### src/rtl/return_addr_stack.sv
// Return-address stack for the 16-bit CPU: circular LIFO of call return
// addresses (PC+1), with a bus-drive enable and sticky overflow/underflow flags.
module return_addr_stack #(
  parameter int WIDTH = 16,
  parameter int DEPTH = 8
) (
  input  logic                       clk,
  input  logic                       rst_n,
  input  logic [WIDTH-1:0]           pc_in,
  input  logic                       push,
  input  logic                       pop,
  input  logic                       drive,
  input  logic                       err_clr,
  output logic [WIDTH-1:0]           out,
  output logic                       bus_oe,
  output logic                       empty,
  output logic                       full,
  output logic [$clog2(DEPTH):0]     count,
  output logic                       overflow,
  output logic                       underflow
);

  localparam int AW = $clog2(DEPTH);
  localparam int CW = AW + 1;
  localparam logic [AW-1:0] PTR_ONE = AW'(1);
  localparam logic [CW-1:0] CNT_ONE = CW'(1);

  logic [WIDTH-1:0] mem [DEPTH];
  logic [AW-1:0]    tp;
  logic [AW-1:0]    top_idx;
  logic [WIDTH-1:0] ret_addr;
  logic             tail_call;
  logic             do_push;
  logic             do_pop;

  assign top_idx  = tp - PTR_ONE;
  assign ret_addr = pc_in + WIDTH'(1);

  assign empty  = (count == '0);
  assign full   = (count == CW'(DEPTH));
  assign out    = empty ? '0 : mem[top_idx];
  assign bus_oe = drive & ~empty;

  // push+pop on an empty stack degrades to a plain push
  assign tail_call = push & pop & ~empty;
  assign do_push   = push & ~tail_call;
  assign do_pop    = pop & ~push;

  always_ff @(posedge clk) begin
    if (do_push)
      mem[tp] <= ret_addr;
    else if (tail_call)
      mem[top_idx] <= ret_addr;
  end

  always_ff @(posedge clk or negedge rst_n) begin
    if (!rst_n) begin
      tp        <= '0;
      count     <= '0;
      overflow  <= 1'b0;
      underflow <= 1'b0;
    end else begin
      if (do_push) begin
        tp <= tp + PTR_ONE;
        if (!full)
          count <= count + CNT_ONE;
      end else if (do_pop && !empty) begin
        tp    <= tp - PTR_ONE;
        count <= count - CNT_ONE;
      end

      // a same-cycle error event takes priority over the clear
      if (do_push && full)
        overflow <= 1'b1;
      else if (err_clr)
        overflow <= 1'b0;

      if (do_pop && empty)
        underflow <= 1'b1;
      else if (err_clr)
        underflow <= 1'b0;
    end
  end

endmodule

### config.mk
export PLATFORM = sky130hd
export DESIGN_NAME = return_addr_stack
export DESIGN_NICKNAME = d
export VERILOG_FILES = /design/src/rtl/return_addr_stack.sv
export SDC_FILE = /design/constraint.sdc
export NUM_CORES = 1
export LEC_CHECK = 0
export CAP_MARGIN = 5
export CORE_UTILIZATION = 50
export DETAILED_ROUTE_END_ITERATION = 8
export PLACE_DENSITY = 0.75
export SLEW_MARGIN = 5
export SYNTH_ARGS = -nofsm -noshare
export SYNTH_HDL_FRONTEND = slang
export SYNTH_SLANG_ARGS = --single-unit
### constraint.sdc
create_clock -name clk -period 3.8 [get_ports clk]
set_input_delay 0.76 -clock clk [delete_from_list [all_inputs] [get_ports clk]]
set_output_delay 0.76 -clock clk [all_outputs]
set_load 0.005 [all_outputs]
==> impl_metrics.py <==
metrics = {
    "die": {
        "io_pins": 47,
        "die_area_um2": 12200,
        "initial_utilization_pct": 51.4,
        "coreArea_um2": 11400,
        "die_height_um": 110,
        "rows": 39,
        "fp.dieW_um": 110,
    },
    "sta": {
        "setup_violations": 0,
        "fmax_ghz": 0.284,
        "hold_viol_final": 0,
        "rsz0062_at_grt": "false",
        "finClkSkew_ps": 12.2,
        "period_share_pct": 92.8,
        "setup_ws_ps": 274,
        "tightest_slew_ps": 781,
        "tns_ps": 0,
        "report.final.slew_viol_count": 0,
        "slew_headroom_pct": 47.6,
        "finalCriticalPeriod_ps": 3530,
    },
    "global_route": {
        "grt_pass1_wl_um": 18200,
        "grt_usage_pct": 21.7,
        "antenna_found_initial": 0,
        "grt-ovfl-total": 0,
        "grt_max_degree": 45,
        "grt_pass1_vias": 3306,
    },
    "synth": {
        "synthTopCellsByCount": "edfxtp_1, nand2_1, mux4_2",
        "synth_edf_count": 128,
        "ys_warn_count": 0,
        "synthCells": 350,
        "synth.most_common_cell": "edfxtp_1",
        "netlist-cell-type-count": 41,
        "synth_top_area_share_pct": 65.4,
        "ys_async_sr_fraction_pct": 6.57,
        "synth.net_count": 377,
        "syn_area_per_cell_um2": 16.8,
        "synth_flop_cell": "edfxtp_1",
        "seq_area_frac_synth_pct": 69.3,
        "ys_top_cells_by_area": "edfxtp_1, mux4_2, dfrtp_1",
        "synth_top_area_cell": "edfxtp_1",
        "synthesis.area_um2": 5870,
        "ys_ff_latch": 137,
    },
    "worst_setup_path": {
        "cp_max_fo": 14,
        "crit_type": "reg2out",
        "required_ps": 3040,
        "end_kind": "output pin",
        "slowest_stage": "clkdlybuf4s50_1",
        "setup.worst_path.start": "tp[1]",
        "r2r_setup_slack_ps": 1140,
        "critPathMaxStageDelay_ps": 540,
        "crit_chain": "inv_1, ha_1, xnor2_1, buf_4, nand2_1, a21oi_1, clkdlybuf4s50_1",
        "cp-start-kind": "flip-flop",
        "cp_data_arrival_time_ps": 2770,
        "r2r-start": "count[1]",
    },
    "power": {
        "switching_share_pct": 31.7,
        "clkPwrFrac_pct": 24.0,
        "p_int_w": 0.00420,
        "power_frac_comb_pct": 41.6,
        "power.net_switching_w": 0.00195,
        "power.leakage_nw": 2.39,
        "power_density_nw_per_um2": 862,
        "vdd_ir_drop_max_mv": 0.361,
        "pwr-share-seq_pct": 34.4,
    },
    "clocking": {
        "clk_path_buf_depth": 2,
        "cts_tree": "yes",
        "cts_root_buffer": "clkbuf_16",
        "cts_resized": 0,
        "cts_sinks": 137,
        "cts_buffers": 17,
        "clk_latency_ps": 410,
        "cts_setup_buffers": 0,
        "clk_pin_slew_ps": 50,
        "htreeDepth": 4,
        "hold_buffers": 0,
    },
    "cells_and_area": {
        "drive_gt1_share_pct": 20.2,
        "n_antenna_cell": 0,
        "multi_input_area_um2": 1700,
        "fillCellCount": 822,
        "seqCellArea_um2": 4070,
        "syn2layout_area_growth_pct": 21.6,
        "fin_nets": 441,
        "postLayoutCoreUtil_pct": 62.5,
    },
    "drt": {
        "wl_per_cell_um": 21.0,
        "vias": 3286,
        "drc_errors": 0,
        "vias_per_cell": 5.78,
        "drt_first_pass_iters": 4,
        "detail-route-antenna-nets": 0,
        "totalWireLength_um": 12000,
        "first_iter_violations": 194,
    },
    "min_path": {
        "hold_class": "reg2reg",
        "hold_start": "underflow",
    },
    "place": {
        "gp_congestion": 0.735,
        "dpl.hpwl_um": 7500,
        "post-place-ws_ps": 446,
        "portBuffers": 46,
    },
    "flow_run": {
        "maxCapViolCount": 0,
    },
    "outcome": {
        "status": "finished clean",
    },
}
==> critical path, delay by kind of cell (launching register included) <==
kind	cells	cell delay, ps
AOI/OAI and AO/OA	1	210
xor gates and xnor gates	1	480
adders and majority gates	1	230
buffers and inverters	3	970
DFF	1	380
and+or+nand+nor	1	70
==> logic make-up (layout without fill, tap and decap cells) <==
family / after synthesis / after routing / synth area share, %
xor gates and xnor gates: 21 / 21 / 3.13
AOI/OAI and AO/OA: 41 / 41 / 4.92
DFF: 137 / 137 / 69.3
adders and majority gates: 5 / 5 / 1.07
and+or+nand+nor: 86 / 86 / 6.99
muxes: 34 / 34 / 12.7
buffers and inverters: 26 / 102 / 1.96
==> worst paths after layout <==
check / to / cells after the start
max: out[0] / 7
min: underflow / 2
max reg2reg: mem[0][9] / 5
min reg2reg: underflow / 2
max in group asynchronous: tp[0] / 1
min in group asynchronous: tp[1] / 1
==> state kept, by name, summed over array words and instances (netlist names) <==
signal	count
overflow	1
count	4
mem	128
underflow	1
tp	3
==> area by class of cell <==
type	count	share of cell area (%)
multi-input cells	187	23.7
inverters	7	0.368
repair buffers	64	8.87
clock buffers	18	6.01
clock inverters	13	1.49
well taps	143	2.51
flip-flops and latches	137	57.0
==> stage by stage <==
stage	power, W	hold slack [ps]	instances	area (µm²)
6_report	0.00615	521	569	7140
5_1_grt	0.00652	566	569	7140
4_1_cts	0.00623	522	569	7140
3_5_place_dp	0.00474	514	538	6600
3_3_place_gp	0.00468	501	538	6600
2_1_floorplan	0.00363	464	350	5870
==> metal layers <==
metal | vias up | share of wire [%] | track usage [%]
met5 | - | 0 | 0
met4 | 0 | 0.78 | 8.74
met3 | 6 | 6.4 | 4.88
met2 | 120 | 53 | 35.7
met1 | 1657 | 39 | 28.2
li1 | 1503 | - | -
==> power groups by stage <==
| stage | clock (W) | combinational [W] | sequential (W) |
|---|---|---|---|
| 3_5_place_dp | 0 | 0.00259 | 0.00215 |
| 4_1_cts | 0.00150 | 0.00261 | 0.00212 |
| 2_1_floorplan | 0 | 0.00156 | 0.00207 |
| 6_report | 0.00148 | 0.00256 | 0.00212 |
| 5_1_grt | 0.00158 | 0.00279 | 0.00214 |
| 3_3_place_gp | 0 | 0.00256 | 0.00213 |
==> cells in the final DEF, fill, tap and decap left out, drive strengths merged, types with 7 or more instances in the layout <==
cell type	instances
edfxtp	128
clkdlybuf4s50	46
nand2	45
mux4	32
a21oi	22
clkbuf	18
buf	18
xnor2	15
dfrtp	9
nand3	8
and2	8
inv	8
clkinv	8
nor2	7
Power figures use the tool's default switching activity.
